--- src/rtl/exc_ctrl.sv ---
// Exception/interrupt scheduler between the memory stage and cp0_reg: prioritises
// exception sources, drains outstanding bus traffic, then commits a single-cycle redirect.
module exc_ctrl #(
    parameter logic [31:0] EXC_VECTOR  = 32'hBFC0_0380,
    parameter int          SYNC_STAGES = 2
) (
    input  logic        clk,
    input  logic        rst,
    input  logic [5:0]  ext_int_i,
    input  logic        timer_int_i,
    input  logic [31:0] cp0_status_i,
    input  logic [31:0] cp0_cause_i,
    input  logic [31:0] cp0_epc_i,
    input  logic        m_valid_i,
    input  logic [31:0] m_pc_i,
    input  logic        m_in_delayslot_i,
    input  logic [7:0]  m_exc_i,
    input  logic [31:0] m_data_addr_i,
    input  logic        ibus_busy_i,
    input  logic        dbus_busy_i,
    output logic [5:0]  hw_int_o,
    output logic [31:0] except_type_o,
    output logic        cp0_en_o,
    output logic [31:0] cur_inst_addr_o,
    output logic        is_in_delayslot_o,
    output logic [31:0] badvaddr_o,
    output logic        mem_kill_o,
    output logic        stall_o,
    output logic        flush_o,
    output logic [31:0] newpc_o,
    output logic        newpc_valid_o
);

    localparam logic [31:0] EXC_TYPE_INT  = 32'h0000_0001;
    localparam logic [31:0] EXC_TYPE_ADEL = 32'h0000_0004;
    localparam logic [31:0] EXC_TYPE_ADES = 32'h0000_0005;
    localparam logic [31:0] EXC_TYPE_SYS  = 32'h0000_0008;
    localparam logic [31:0] EXC_TYPE_BP   = 32'h0000_0009;
    localparam logic [31:0] EXC_TYPE_RI   = 32'h0000_000A;
    localparam logic [31:0] EXC_TYPE_OV   = 32'h0000_000C;
    localparam logic [31:0] EXC_TYPE_ERET = 32'h0000_000E;

    typedef enum logic [1:0] {
        IDLE   = 2'd0,
        DRAIN  = 2'd1,
        COMMIT = 2'd2
    } state_t;

    state_t state_q, state_d;

    logic [SYNC_STAGES-1:0][5:0] sync_q;
    logic [7:0]  int_vec;
    logic        int_pend;
    logic        detect;
    logic [31:0] exc_type;
    logic [31:0] exc_badv;

    logic [31:0] type_q;
    logic [31:0] pc_q;
    logic        ds_q;
    logic [31:0] badv_q;

    // Multi-flop synchroniser for the asynchronous external interrupt lines
    always_ff @(posedge clk or posedge rst) begin
        if (rst) begin
            sync_q <= '0;
        end else begin
            sync_q <= {sync_q[SYNC_STAGES-2:0], ext_int_i};
        end
    end

    assign hw_int_o = {sync_q[SYNC_STAGES-1][5] | timer_int_i, sync_q[SYNC_STAGES-1][4:0]};
    assign int_vec  = {hw_int_o, cp0_cause_i[9:8]};
    assign int_pend = (|(int_vec & cp0_status_i[15:8])) & cp0_status_i[0] & ~cp0_status_i[1];
    assign detect   = (state_q == IDLE) && m_valid_i && (int_pend || (|m_exc_i));

    // Fixed-priority encoder: interrupts first, then exception flags by ascending bit index
    always_comb begin
        exc_type = '0;
        exc_badv = '0;
        if (int_pend) begin
            exc_type = EXC_TYPE_INT;
        end else if (m_exc_i[0]) begin
            exc_type = EXC_TYPE_ADEL;
            exc_badv = m_pc_i;
        end else if (m_exc_i[1]) begin
            exc_type = EXC_TYPE_RI;
        end else if (m_exc_i[2]) begin
            exc_type = EXC_TYPE_OV;
        end else if (m_exc_i[3]) begin
            exc_type = EXC_TYPE_SYS;
        end else if (m_exc_i[4]) begin
            exc_type = EXC_TYPE_BP;
        end else if (m_exc_i[5]) begin
            exc_type = EXC_TYPE_ADEL;
            exc_badv = m_data_addr_i;
        end else if (m_exc_i[6]) begin
            exc_type = EXC_TYPE_ADES;
            exc_badv = m_data_addr_i;
        end else if (m_exc_i[7]) begin
            exc_type = EXC_TYPE_ERET;
        end
    end

    always_ff @(posedge clk or posedge rst) begin
        if (rst) begin
            state_q <= IDLE;
        end else begin
            state_q <= state_d;
        end
    end

    // Exception context is captured only on the detect cycle and held until the commit finishes
    always_ff @(posedge clk or posedge rst) begin
        if (rst) begin
            type_q <= '0;
            pc_q   <= '0;
            ds_q   <= 1'b0;
            badv_q <= '0;
        end else if (detect) begin
            type_q <= exc_type;
            pc_q   <= m_pc_i;
            ds_q   <= m_in_delayslot_i;
            badv_q <= exc_badv;
        end
    end

    assign cur_inst_addr_o   = pc_q;
    assign is_in_delayslot_o = ds_q;
    assign badvaddr_o        = badv_q;

    always_comb begin
        state_d       = state_q;
        stall_o       = 1'b0;
        mem_kill_o    = 1'b0;
        cp0_en_o      = 1'b0;
        flush_o       = 1'b0;
        newpc_valid_o = 1'b0;
        newpc_o       = '0;
        except_type_o = '0;
        case (state_q)
            IDLE: begin
                stall_o    = detect;
                mem_kill_o = detect;
                if (detect) begin
                    state_d = DRAIN;
                end
            end
            DRAIN: begin
                stall_o    = 1'b1;
                mem_kill_o = 1'b1;
                if (!ibus_busy_i && !dbus_busy_i) begin
                    state_d = COMMIT;
                end
            end
            COMMIT: begin
                cp0_en_o      = 1'b1;
                except_type_o = type_q;
                flush_o       = 1'b1;
                newpc_valid_o = 1'b1;
                newpc_o       = (type_q == EXC_TYPE_ERET) ? cp0_epc_i : EXC_VECTOR;
                state_d       = IDLE;
            end
            default: begin
                state_d = IDLE;
            end
        endcase
    end

endmodule

--- config.mk ---
export PLATFORM = sky130hd
export DESIGN_NAME = exc_ctrl
export DESIGN_NICKNAME = d
export VERILOG_FILES = /design/src/rtl/exc_ctrl.sv
export SDC_FILE = /design/constraint.sdc
export NUM_CORES = 1
export LEC_CHECK = 0
export ABC_AREA = 0
export ABC_CLOCK_PERIOD_IN_PS = 2400
export BUFFER_PORTS_ARGS = -buffer_cell sky130_fd_sc_hd__buf_2
export CORE_MARGIN = 10
export CORE_UTILIZATION = 25
export DETAILED_ROUTE_END_ITERATION = 7
export REMOVE_ABC_BUFFERS = 1
export SYNTH_ARGS = -nofsm -noshare
export SYNTH_HDL_FRONTEND = slang
export SYNTH_SLANG_ARGS = --single-unit
--- constraint.sdc ---
create_clock -name clk -period 2.4 [get_ports clk]
set_input_delay 0.24 -clock clk [delete_from_list [all_inputs] [get_ports clk]]
set_output_delay 0.24 -clock clk [all_outputs]
set_load 0.01 [all_outputs]
== After elaboration in Yosys (flattened, before gate mapping) ==
Cells that the tools add are included.
Storage, ports and cells
  bits of input ports: 181
  bits in read-only memories: 0
  bits in latches: 0
  memories kept: 0
  output and inout bits: 140
  bits in registers: 111
  RAM bits: 0
Operators by class
  bitwise operators: 5
  divide/modulo/power cells: 0
  reductions and logical operators: 10
  muxes and demuxes: 25
  equal/unequal tests: 5
  shift operators: 0
  multipliers: 0
  add/subtract/negate cells: 0
  order comparisons: 0
Operator list (count)
  32-bit 2-to-1 mux: 11
  4-bit 2-to-1 mux: 9
  32-bit by 4-bit == test with 1-bit output, second input constant: 1
  8-bit OR reduction: 2
  8-bit bitwise AND: 1
  2-bit 2-to-1 mux: 2
  2-bit inequality test, second input constant: 2
  2-bit one-hot mux with 2 select lines: 1
  1-bit logical AND: 3
  1-bit bitwise AND: 2
  2-bit by 1-bit == test with 1-bit output, second input constant: 1
  2-bit == test, second input constant: 1
  1-bit zero test: 2
  2-bit zero test: 1
  1-bit one-hot mux with 2 select lines: 1
  2-bit AND reduction: 1
  1-bit logical OR: 1
  1-bit 2-to-1 mux: 1
  1-bit NOT: 1
  1-bit OR: 1

== Longest topological paths before layout ==
Gate-level depths: netlist of run 1.
  word-level depth: 9
  depth in mapped cells: 8
  depth with buffers taken out: 5

== Least setup slack after synthesis of run 1 ==
OpenSTA, ideal clock, no wires.
  kind: reg-to-output
  start point: register sync_q, in the netlist hw_int_o[0]
  end point: output stall_o
  stages on the path, launching flop included: 8
  required time: 2160 ps
  path slack: 540 ps
  path buffers: 2
  arrival time: 1620 ps
  cell sequence: dfrtp_1 a222oi_1 nand4_1 o2111ai_2 buf_6 nor2b_1 nor2_1 buf_4
On the way
  longest elaborated chain between the ends: 7
Ends and longest elaborated chain
  start: declaration: line 51  | logic [SYNC_STAGES-1:0][5:0] sync_q;
  start signal: assignment: line 68  | sync_q <= {sync_q[SYNC_STAGES-2:0], ext_int_i};
  8-bit bitwise AND: line 74  | assign int_pend = (|(int_vec & cp0_status_i[15:8])) & cp0_status_i[0] & ~cp0_status_i[1];
  8-bit OR reduction: line 74
  1-bit bitwise AND (2 in series): line 74
  1-bit logical OR: line 75  | assign detect = (state_q == IDLE) && m_valid_i && (int_pend || (|m_exc_i));
  1-bit logical AND: line 75
  1-bit one-hot mux with 2 select lines
  end: declaration: line 28  | output logic stall_o,
Every way passes these cells.

== Final worst setup path of run 1 ==
  start point: register sync_q, in the netlist hw_int_o[0]
  end point: output stall_o
On the way
  longest elaborated chain between the ends: 7
Ends and longest elaborated chain
  8-bit bitwise AND: line 74
  8-bit OR reduction: line 74
  1-bit bitwise AND (2 in series): line 74
  1-bit logical OR: line 75
  1-bit logical AND: line 75
  1-bit one-hot mux with 2 select lines: line 141  | case (state_q)
Every way passes these cells.

==> results.md, run 1 <==
* Post-route minimum period at 2.22 ns
* Initial cell density of the core at 25.5%
* Wire per inst at 17.5 um
* Worst slew pin tran at 0.608 ns
* WS Path Type: register to primary output
* Number of global-route vias before repair at 3867
* Clk slew on worst S/H paths at 0.07 ns
* Inserted Clock Buffers at 9
* Number of top-level design ports at 321
* Core outline area at 15900 um^2
* Total of buffers placed on input and output ports at 240
* Number of failing hold endpoints at the final stage at 0
* Number of placement rows at 46
* Setup_tns at 0 ns
* Vias/cell at 4.24
* Hold wc startpoint: m_pc_i[0]
* Overall die area at 21700 um^2
* Pin count of the biggest net entering global routing at 52
* Share of cells above drive strength 1 at 49.6%
* Cell-by-cell trace of the critical path: a222oi_1 > nand4_1 > o2111ai_4 > nor2b_1 > nor2_1 > buf_2
* HP Class: primary input to register
* Gpl congestion at 0.888
* GRT Resource Usage Total at 13.0%
* Clock insertion delay at the later pin of the skew report at 0.34 ns
* # setup viols final at 0
* Drt initial violations at 138
* Cell type contributing the most total cell area after synthesis: sky130_fd_sc_hd__dfrtp_1
* H-tree depth at 3
* Placed instance count at 802
* Number of antenna violations at the first check in global routing at 2
* Portion of the clock cycle consumed by the worst path in the final layout at 92.6%
* Max-slew headroom at 59.4%
* Total gr overflow at 0
* WL met1 at 5.64 mm
* Number of unique standard cell types used by synthesis at 33
* Standard cell with the maximum stage delay on the critical path: sky130_fd_sc_hd__dfrtp_1
* Maximum buffer depth of the clock tree at 2
* Worst reg2reg path startpoint: hw_int_o[0]
* Proportion of power drawn by the clock network at 25.4%
* IR Drop Worst-Case VDD at 0.463 mV
* Data arrival at the endpoint of the critical path at 1.98 ns
* Fin Clk Skew at 0.00803 ns
* Total standard cell area after synthesis at 4060 um^2
* Largest driver fanout on the critical path at 2
* Max Clk Rate at 450 MHz
* Max Transition Viols Final at 0
* Critical path data required time at 2.16 ns
* Result of the run: completed
* Met3 wire length at 1.46 mm
* Startpoint types: register
* #FFs+latches synth at 83
* Power density over cell area at 1040 nW/um^2
* Post-synthesis to final-layout area growth at 41.2%
* Antenna violation net count after detailed routing at 0
* Total of warnings raised by yosys at 0
* Number of remaining DRC errors at 0
* P_sw at 2.00 mW
* Detailed-routing iteration count for the pre-antenna-repair pass at 4
* Wire length on met2 at 7.05 mm
* Final hold slack at 0.134 ns
* Via count at 3508
* Worst stage delay on the critical path at 0.37 ns
* CTS Root Buffer Type: sky130_fd_sc_hd__clkbuf_16
* Die Width at 147 um
* RSZ-0062 raised after global routing: false
* Highest metal used: met4
* Detailed Place HPWL at 11.3 mm
* Max-cap violations at 0
* Switch share at 33.6%
* Wire length of the first global-routing pass at 22.4 mm
* Static leakage power at 3.06 nW
* Final net count at 787
* Kind of end point of the critical path: primary output
* Avg Synthesized Cell Area at 11.0 um^2
* Die Y at 147 um
* Final Instance Count excl. Fillers at 828
* CTS tree: yes
* Combinational group share of total power at 36.9%
* Fraction of the yosys area taken by sequential cells at 51.2%
* Top cells by area, synth: sky130_fd_sc_hd__dfrtp_1, sky130_fd_sc_hd__mux2_4, sky130_fd_sc_hd__buf_4
* CTS sink count at 83
* Total wire length after detailed routing at 14.5 mm
* Sequential cell fraction of total power at 37.7%
* Internal power component at 3.96 mW
* Instance count of the mapped netlist at 369
* Worst setup startpoint: hw_int_o[0]
* Area share of the leading cell type in the synthesized netlist at 51.2%
-- critical path, delay by kind of cell, from the launching register on --
family,cells,cell delay (ns)
AO/OA/AOI/OAI,2,0.61
buffers and inverters,1,0.14
flip-flops,1,0.37
AND/OR/NAND/NOR,3,0.52
-- power groups by stage --
stage	Sequential, mW	Clock [mW]	Combinational (mW)
after floorplan	2.49	0	0.988
after global placement	2.26	0	2.21
after detailed placement	2.26	0	2.25
after CTS	2.25	1.58	2.25
after global routing	2.33	1.63	2.42
final	2.25	1.51	2.20
-- final timing paths --
| path | to | slack, ns | cells after the start |
|---|---|---|---|
| worst max-delay path | stall_o | 0.18 | 6 |
| worst min-delay path | cur_inst_addr_o[0] | 0.13 | 2 |
| worst max register to register | cur_inst_addr_o[31] | 0.25 | 6 |
| worst min register to register | hw_int_o[1] | 0.35 | 0 |
| max in group asynchronous | badvaddr_o[24] | 1.21 | 4 |
| min in group asynchronous | sync_q[0] | 0.51 | 3 |
-- through the flow --
stage | utilization, % | cell area [um^2] | total power [mW] | worst slack [ns]
after global routing | 36.0 | 5730 | 6.38 | 0.0850
after floorplan | - | 3710 | 3.48 | -1.67
after global placement | 33.5 | 5320 | 4.47 | 0.266
after CTS | 35.9 | 5710 | 6.08 | 0.00966
final | 36.1 | 5730 | 5.96 | 0.178
after detailed placement | 33.5 | 5320 | 4.51 | 0.280
-- sequential cells by signal, indices dropped and copies added, names as in the netlist --
| signal | flops |
|---|---|
| cur_inst_addr_o | 32 |
| is_in_delayslot_o | 1 |
| badvaddr_o | 32 |
| state_q | 2 |
| sync_q | 7 |
| hw_int_o | 5 |
| type_q | 4 |
-- area by class of cell --
cell class                      count  area (um^2)
Timing Repair Buffer              257         1400
Clock buffer                        9          225
Sequential cell                    83         2080
Multi-Input combinational cell    253         1650
Fill cell                        1628        10200
Inverter                            2         8.76
Antenna cell                        1         2.50
Clock inverter                      7         98.8
Tap cell                          216          270
-- kinds of logic (layout without fill, tap and decap cells) --
| group | after synthesis | after routing | synth area share, % |
|---|---|---|---|
| other | 1 | 29 | 0.0924 |
| and+or+nand+nor | 112 | 112 | 12.9 |
| buffers and inverters | 60 | 275 | 11.1 |
| AOI/OAI and AO/OA | 79 | 79 | 12.5 |
| muxes | 34 | 34 | 12.2 |
| DFF | 83 | 83 | 51.2 |
-- synthesized netlist by cell type (all sizes together) --
library cell	instances
a211oi	1
nand3	1
and2	24
buf	48
nand2b	4
or2	1
nor2	34
dfrtp	83
inv	2
o2111ai	1
nand4	2
or3	1
conb	1
clkbuf	10
a31oi	1
o21ai	37
mux2	34
nand4b	1
a22oi	34
a21oi	2
nor2b	3
a222oi	1
nor3	3
o41ai	2
nand2	38
-- timing repair --
item	4_1_cts	5_1_grt
resized for setup	0	0
buffers inserted	0	2
hold endpoints to repair	38	0
setup endpoints to repair	0	2
hold buffers	7	0
-- cells in the final DEF (no fill, tap or decap) --
master and instances:
sky130_fd_sc_hd__o21ai_1 2, sky130_fd_sc_hd__or2_2 1, sky130_fd_sc_hd__clkinv_2 2, sky130_fd_sc_hd__o21ai_0 35
sky130_fd_sc_hd__bufinv_16 2, sky130_fd_sc_hd__a222oi_1 1, sky130_fd_sc_hd__a21oi_1 2, sky130_fd_sc_hd__inv_1 1
sky130_fd_sc_hd__nor2_4 1, sky130_fd_sc_hd__diode_2 1, sky130_fd_sc_hd__inv_6 2, sky130_fd_sc_hd__dlygate4sd3_1 7
sky130_fd_sc_hd__mux2_2 2, sky130_fd_sc_hd__clkinvlp_4 1, sky130_fd_sc_hd__nor2b_1 3, sky130_fd_sc_hd__buf_2 240
sky130_fd_sc_hd__and2_1 24, sky130_fd_sc_hd__or3_1 1, sky130_fd_sc_hd__o2111ai_4 1, sky130_fd_sc_hd__nand4b_1 1
sky130_fd_sc_hd__dfrtp_1 83, sky130_fd_sc_hd__o41ai_1 2, sky130_fd_sc_hd__nand2b_1 4, sky130_fd_sc_hd__buf_4 6
sky130_fd_sc_hd__nand4_1 2, sky130_fd_sc_hd__clkbuf_16 9, sky130_fd_sc_hd__mux2_1 2, sky130_fd_sc_hd__clkinv_4 1
sky130_fd_sc_hd__conb_1 28, sky130_fd_sc_hd__buf_12 4, sky130_fd_sc_hd__mux2_4 30, sky130_fd_sc_hd__a211oi_1 1
sky130_fd_sc_hd__a22oi_1 34, sky130_fd_sc_hd__a31oi_1 1, sky130_fd_sc_hd__nor2_1 33, sky130_fd_sc_hd__nor3_1 2
sky130_fd_sc_hd__nor3_2 1, sky130_fd_sc_hd__nand2_1 38, sky130_fd_sc_hd__nand3_1 1
-- metal layers --
layer	vias up	global-route usage, %
met1	1631	13.8
met5	-	0
met2	175	22.3
met4	0	5.10
met3	17	5.77
li1	1685	-
No activity file was read; power rests on OpenSTA's default activity.
==> run 2: changes to the inputs <==
--- a/config.mk
+++ b/config.mk
@@ -11,7 +11,7 @@
 export CORE_MARGIN = 10
 export CORE_UTILIZATION = 25
 export DETAILED_ROUTE_END_ITERATION = 7
-export REMOVE_ABC_BUFFERS = 1
+export RECOVER_POWER = 100
 export SYNTH_ARGS = -nofsm -noshare
 export SYNTH_HDL_FRONTEND = slang
 export SYNTH_SLANG_ARGS = --single-unit
==> run 2 against run 1 <==
Effect of this change: cell area fell by 3.1%; worst hold slack got worse by 0.012 ns; first-iteration DRC count fell by 10%; flip-flop and latch count did not move; sequential power barely moved; cell count rose by 0.60%; non-clock buffer count rose by 4; fmax barely moved; routed wire length rose by 3.6%; via count rose by 1.8%.
==> results.md, run 2 (synthesis gave the netlist of run 1 again) <==
* Number of antenna violations at the first check in global routing at 2 (unchanged)
* CP Depth at 6 (unchanged)
* Antenna violation net count after detailed routing at 0 (unchanged)
* Core outline area at 15900 um^2 (unchanged)
* Final net count at 791 (+0.51%)
* Share of cells above drive strength 1 at 30.7% (-19 points)
* Drt initial violations at 124 (-10%)
* Wire length of the first global-routing pass at 23.2 mm (+3.4%)
* Worst reg2reg path startpoint: hw_int_o[0]
* Buffers and inverters on the worst path at 1 (unchanged)
* Max-cap violations at 0 (unchanged)
* Die Y at 147 um (unchanged)
* GRT Resource Usage Total at 13.5% (+0.46 points)
* Portion of the clock cycle consumed by the worst path in the final layout at 92.6% (about the same)
* Total gr overflow at 0 (unchanged)
* Result of the run: completed
* Max Transition Viols Final at 0 (unchanged)
* Detailed Place HPWL at 11.7 mm (+3.8%)
* Initial cell density of the core at 25.5% (unchanged)
* Pin count of the biggest net entering global routing at 36 (-31%)
* RSZ-0062 raised after global routing: false
* Clock insertion delay at the later pin of the skew report at 0.34 ns (about the same)
* Final hold slack at 0.123 ns (-0.0116 ns)
* Maximum buffer depth of the clock tree at 2 (unchanged)
* Standard cell with the maximum stage delay on the critical path: sky130_fd_sc_hd__dfrtp_1
* Total of buffers placed on input and output ports at 240 (unchanged)
* R2r worst-path depth at 6 (unchanged)
* Critical path destination: mem_kill_o
* Switch share at 35.1% (+1.6 points)
* Placed standard-cell area at 5350 um^2 (+0.56%)
* Via count at 3570 (+1.8%)
* Static leakage power at 2.62 nW (-15%)
* Most frequent standard cell in the layout excluding fill and tap cells: sky130_fd_sc_hd__buf_2
* Number of global-route vias before repair at 3990 (+3.2%)
* Power density over cell area at 1030 nW/um^2 (-0.66%)
* Cell-by-cell trace of the critical path: a222oi_1 > nand4_1 > o2111ai_4 > nor2b_1 > nor2_1 > buf_2
* Number of top-level design ports at 321 (unchanged)
* Met2 Use GR at 22.4% (+0.045 points)
* Post-route minimum period at 2.22 ns (+0.000239 ns)
* Placed instance count at 806 (+0.50%)
* Met1 GRT Util at 15.2% (+1.3 points)
* Number of failing hold endpoints at the final stage at 0 (unchanged)
* Die Width at 147 um (unchanged)
* Worst slew pin tran at 1.03 ns (+0.424 ns)
* Setup_tns at 0 ns (unchanged)
* Gpl congestion at 0.847 (-4.5%)
* Total wire length after detailed routing at 15.0 mm (+3.6%)
* CTS Root Buffer Type: sky130_fd_sc_hd__clkbuf_16
* Pre-CTS setup slack at 0.238 ns (-0.0416 ns)
* Combinational group share of total power at 33.4% (-3.5 points)
* Non-Filler Cell Area, Final at 5550 um^2 (-3.1%)
* Worst stage delay on the critical path at 0.39 ns (+0.02 ns)
* Wire per inst at 18.0 um (+2.9%)
* Vias/cell at 4.29 (+1.2%)
* Critical path data required time at 2.16 ns (about the same)
* CTS tree: yes
* Global route hottest layer: met2
* Critical register-to-register path endpoint: cur_inst_addr_o[23]
* Crit path setup slack, layout at 0.178 ns (-0.000239 ns)
* Kind of end point of the critical path: primary output
* Fraction of met3 tracks used by global routing at 5.77% (unchanged)
* WS Path Type: register to primary output
* # setup viols final at 0 (unchanged)
* CTS sink count at 83 (unchanged)
* Internal power component at 3.72 mW (-6.0%)
* Overall die area at 21700 um^2 (unchanged)
* Final core utilization at 34.9% (-1.1 points)
* Detailed-routing iteration count for the pre-antenna-repair pass at 4 (unchanged)
* Number of placement rows at 46 (unchanged)
* Final Instance Count excl. Fillers at 833 (+0.60%)
* Sequential cell fraction of total power at 39.3% (+1.6 points)
* Proportion of power drawn by the clock network at 27.2% (+1.8 points)
* Post-synthesis to final-layout area growth at 36.8%
* IR Drop Worst-Case VDD at 0.457 mV (-1.3%)
* Max Clk Rate at 450 MHz (about the same)
* Clk slew on worst S/H paths at 0.07 ns (about the same)
* P_sw at 2.01 mW (+0.75%)
* Worst setup startpoint: hw_int_o[0]
* Max-slew headroom at 30.8% (-29 points)
* Largest driver fanout on the critical path at 2 (unchanged)
* Number of remaining DRC errors at 0 (unchanged)
* Pwr Total at 5.74 mW (-3.7%)
* Data arrival at the endpoint of the critical path at 1.98 ns (about the same)
* Startpoint types: register
* Fin Clk Skew at 0.00782 ns (-0.000209 ns)
* Kind of cell with the highest combined delay on the critical path: compound AO/OA/AOI/OAI gates
* Inserted Clock Buffers at 9 (unchanged)
* Register-to-register path setup slack at 0.19 ns (-0.06 ns)
* H-tree depth at 3 (unchanged)
* Number of filler cells placed in the layout at 1709 (+5.0%)
* HP Class: primary input to register
* Most frequent cells in the layout: sky130_fd_sc_hd__buf_2, sky130_fd_sc_hd__clkbuf_1, sky130_fd_sc_hd__dfrtp_1
[run 2: cell types whose count changed in the layout (fill, tap and decap cells not counted), moves of 7 or more]
cell,previous run,this run
sky130_fd_sc_hd__clkbuf_2,0,7
sky130_fd_sc_hd__mux2_4,30,13
sky130_fd_sc_hd__buf_2,240,137
sky130_fd_sc_hd__clkbuf_1,0,101
sky130_fd_sc_hd__mux2_1,2,19
[run 2: worst min path at each step]
stage	start	endpoint	slack [ns]	cells after the start
after floorplan	ext_int_i[0]	sync_q[0]	0.27	0
after global placement	rst	cur_inst_addr_o[11]	0.24	2
after detailed placement	rst	cur_inst_addr_o[11]	0.24	2
after CTS	m_in_delayslot_i	is_in_delayslot_o	0.10	2
after global routing	m_pc_i[11]	cur_inst_addr_o[11]	0.12	2
final	m_in_delayslot_i	is_in_delayslot_o	0.12	2
[run 2: power by group through the flow]
stage,clock (mW),combinational (mW),sequential [mW]
after global routing,1.67,2.13,2.34
after global placement,0,2.27,2.25
after CTS,1.62,2.31,2.25
after floorplan,0,1.12,2.49
after detailed placement,0,2.30,2.25
final,1.56,1.92,2.26
[run 2: repair_timing]
item,in CTS,in global routing
endpoints found under the hold margin,26,0
pin swaps,1,1
buffers inserted,1,1
hold buffers,7,0
gates resized for setup,0,0
setup endpoints to repair,2,3
[run 2: worst reg2reg max path, delay by kind of cell, from the launching register on]
kind,cells,cell delay (ns)
mux,1,0.35
simple gates,1,0.26
compound gates,2,0.58
buf+inv,2,0.53
flops,1,0.39
[run 2: layout make-up]
class	instances	area, um^2	share of cell area [%]
Sequential cell	83	2080	37.4
Multi-Input combinational cell	253	1590	28.6
Timing Repair Buffer	261	1270	22.8
Tap cell	216	270	4.87
Clock buffer	11	253	4.55
Clock inverter	5	85.1	1.53
Inverter	2	8.76	0.158
Antenna cell	2	5.00	0.0902
[run 2: routing by layer]
metal / part of all wire [%] / routed length [um] / vias up
li1: - / - / 1691
met3: 11 / 1580 / 19
met4: 1.7 / 248 / 0
met5: 0 / 0 / -
met1: 41 / 6070 / 1668
met2: 47 / 7080 / 192
==> run 3: changes to the inputs <==
--- a/config.mk
+++ b/config.mk
@@ -8,10 +8,12 @@
 export ABC_AREA = 0
 export ABC_CLOCK_PERIOD_IN_PS = 2400
 export BUFFER_PORTS_ARGS = -buffer_cell sky130_fd_sc_hd__buf_2
-export CORE_MARGIN = 10
-export CORE_UTILIZATION = 25
+export CORE_AREA = 5 5 122 124
 export DETAILED_ROUTE_END_ITERATION = 7
+export DIE_AREA = 0 0 127 129
+export PLACE_DENSITY = 0.66
 export RECOVER_POWER = 100
+export SETUP_SLACK_MARGIN = 0.3
 export SYNTH_ARGS = -nofsm -noshare
 export SYNTH_HDL_FRONTEND = slang
 export SYNTH_SLANG_ARGS = --single-unit
==> run 3 against run 2 <==
Effect of this change: utilization increased by 5.3 points; fmax up 4.9%; critical path depth unchanged; critical endpoint unchanged; global-route usage is 1.6 points higher; cell area is 0.90% lower; clock-buffer cell count fell by 2; clock power is essentially flat; power decreased by 0.65%; die area down 25%; the flow now finishes with violations (max-capacitance violations, max-slew violations).
==> results.md, run 3 (synthesis gave the netlist of run 1 again) <==
* Result of the run: complete, but fails checks
* Failing checks: max-capacitance violations, max-slew violations
* Standard cell with the maximum stage delay on the critical path: sky130_fd_sc_hd__dfrtp_1
* Pwr Total at 5.70 mW (-0.65%)
* Wire length of the first global-routing pass at 19.5 mm (-16%)
* Largest driver fanout on the critical path at 2 (unchanged)
* Post-synthesis to final-layout area growth at 35.6%
* N_diodes at 0 (-2)
* Met1 GRT Util at 16.2% (+1.0 points)
* Global route hottest layer: met2
* Max Transition Viols Final at 36 (+36)
* CTS Root Buffer Type: sky130_fd_sc_hd__clkbuf_16
* GRT Resource Usage Total at 15.1% (+1.6 points)
* Met2 Use GR at 26.6% (+4.2 points)
* Detailed-routing iteration count for the pre-antenna-repair pass at 4 (unchanged)
* Die Y at 129 um (-12%)
* Final net count at 792 (+0.13%)
* Number of failing hold endpoints at the final stage at 0 (unchanged)
* Post-route minimum period at 2.12 ns (-0.104 ns)
* Total of buffers placed on input and output ports at 240 (unchanged)
* Max-cap violations at 1 (+1)
* Number of placement rows at 43 (-6.5%)
* Max Clk Rate at 472 MHz (+4.9%)
* Final hold slack at 0.135 ns (+0.0125 ns)
* Number of antenna violations at the first check in global routing at 2 (unchanged)
* WS Path Type: register to primary output
* Worst stage delay on the critical path at 0.39 ns (about the same)
* Via count at 3607 (+1.0%)
* Total gr overflow at 0 (unchanged)
* Static leakage power at 2.61 nW (-0.20%)
* Crit path setup slack, layout at 0.282 ns (+0.104 ns)
* Worst slew pin tran at 1.67 ns (+0.636 ns)
* Kind of end point of the critical path: primary output
* Antenna violation net count after detailed routing at 0 (unchanged)
* Number of top-level design ports at 321 (unchanged)
* Inserted Clock Buffers at 9 (unchanged)
* Data arrival at the endpoint of the critical path at 1.88 ns (-0.10 ns)
* Fin Clk Skew at 0.0110 ns (+0.00315 ns)
* Pin count of the biggest net entering global routing at 49 (+36%)
* Core outline area at 13700 um^2 (-14%)
* Clock insertion delay at the later pin of the skew report at 0.34 ns (about the same)
* H-tree depth at 3 (unchanged)
* Vias/cell at 4.53 (+5.7%)
* Total wire length after detailed routing at 13.3 mm (-11%)
* HP Class: primary input to register
* Initial cell density of the core at 29.7% (+4.1 points)
* Cell-by-cell trace of the critical path: a222oi_1 > nand4_1 > o2111ai_1 > nor2b_1 > nor2_2 > clkbuf_1
* CTS tree: yes
* # setup viols final at 0 (unchanged)
* Wire per inst at 16.7 um (-7.1%)
* Pre-CTS setup slack at 0.378 ns (+0.140 ns)
* Die Width at 127 um (-14%)
* Detailed Place HPWL at 10.1 mm (-14%)
* Share of cells above drive strength 1 at 29.9% (-0.86 points)
* Startpoint types: register
* Number of filler cells placed in the layout at 1455 (-15%)
* CTS sink count at 83 (unchanged)
* Maximum buffer depth of the clock tree at 2 (unchanged)
* Fraction of met3 tracks used by global routing at 6.06% (+0.29 points)
* Gpl congestion at 0.914 (+7.8%)
* Most frequent standard cell in the layout excluding fill and tap cells: sky130_fd_sc_hd__buf_2
* IR Drop Worst-Case VDD at 0.405 mV (-11%)
* RSZ-0062 raised after global routing: true
* Critical path data required time at 2.16 ns (about the same)
* Portion of the clock cycle consumed by the worst path in the final layout at 88.3% (-4.3 points)
* Max-slew headroom at -11.8% (-43 points)
* Final Instance Count excl. Fillers at 796 (-4.4%)
* Power density over cell area at 1040 nW/um^2 (+0.25%)
* Overall die area at 16400 um^2 (-25%)
* Most frequent cells in the layout: sky130_fd_sc_hd__buf_2, sky130_fd_sc_hd__clkbuf_1, sky130_fd_sc_hd__dfrtp_1
* Number of remaining DRC errors at 0 (unchanged)
* Clk slew on worst S/H paths at 0.07 ns (about the same)
* Drt initial violations at 156 (+26%)
* Setup_tns at 0 ns (unchanged)
* Placed instance count at 768 (-4.7%)
* Number of global-route vias before repair at 3829 (-4.0%)
## run 3: cell types whose count changed in the layout (fill, tap and decap cells not counted), moves of 4 or more
cell                       before  now
sky130_fd_sc_hd__buf_2        137  143
sky130_fd_sc_hd__buf_4          5   10
sky130_fd_sc_hd__clkbuf_2       7    1
sky130_fd_sc_hd__mux2_4        13    2
sky130_fd_sc_hd__clkbuf_1     101   97
sky130_fd_sc_hd__mux2_1        19   30
## run 3: stage by stage
step                      util [%]  area [um^2]
after detailed placement      38.6         5270
after floorplan                  -         4160
final                         40.2         5500
after global routing          40.2         5500
after global placement        38.6         5270
after CTS                     41.7         5700
## run 3: timing repair
action	in CTS	in global routing
hold buffers	6	0
buffers inserted	2	2
resized for setup	4	2
pin swaps	3	2
endpoints found under the hold margin	6	0
setup endpoints to repair	10	78
cloned	0	2
## run 3: where the power goes
| group | internal, mW | switching (mW) | leakage, nW |
|---|---|---|---|
| combinational | 0.771 | 1.08 | 1.42 |
| sequential | 1.95 | 0.325 | 1.03 |
| clock | 1.01 | 0.559 | 0.165 |
| total | 3.74 | 1.96 | 2.61 |
## run 3: worst max-delay path: cells and delay by family, from the launching register on
kind	cells	cell delay, ns
compound gates	2	0.52
buf+inv	1	0.14
simple gates	3	0.49
flops	1	0.39
## run 3: area by class of cell
type / count / area, um^2 / area share, %
Timing Repair Buffer: 262 / 1320 / 24.1
Clock inverter: 7 / 116 / 2.12
Clock buffer: 9 / 225 / 4.09
Tap cell: 180 / 225 / 4.09
Multi-Input combinational cell: 253 / 1520 / 27.7
Sequential cell: 83 / 2080 / 37.8
Inverter: 2 / 8.76 / 0.159
## run 3: path summary, 6_finish.rpt
kind / start / to / slack (ns) / cells past startpoint
setup / recovery: hw_int_o[0] / mem_kill_o / 0.28 / 6
hold / removal: m_pc_i[3] / cur_inst_addr_o[3] / 0.14 / 2
setup reg to reg: hw_int_o[0] / cur_inst_addr_o[23] / 0.39 / 6
hold reg to reg: sync_q[0] / hw_int_o[0] / 0.35 / 0
max in group asynchronous: rst / badvaddr_o[2] / 1.22 / 3
min in group asynchronous: rst / cur_inst_addr_o[12] / 0.30 / 2
## run 3: routing by layer
| metal | share of wire (%) | wire (um) | vias up |
|---|---|---|---|
| met5 | 0.22 | 29 | - |
| met1 | 37 | 4930 | 1715 |
| li1 | - | - | 1686 |
| met4 | 1.8 | 239 | 4 |
| met3 | 9.7 | 1280 | 23 |
| met2 | 51 | 6810 | 179 |
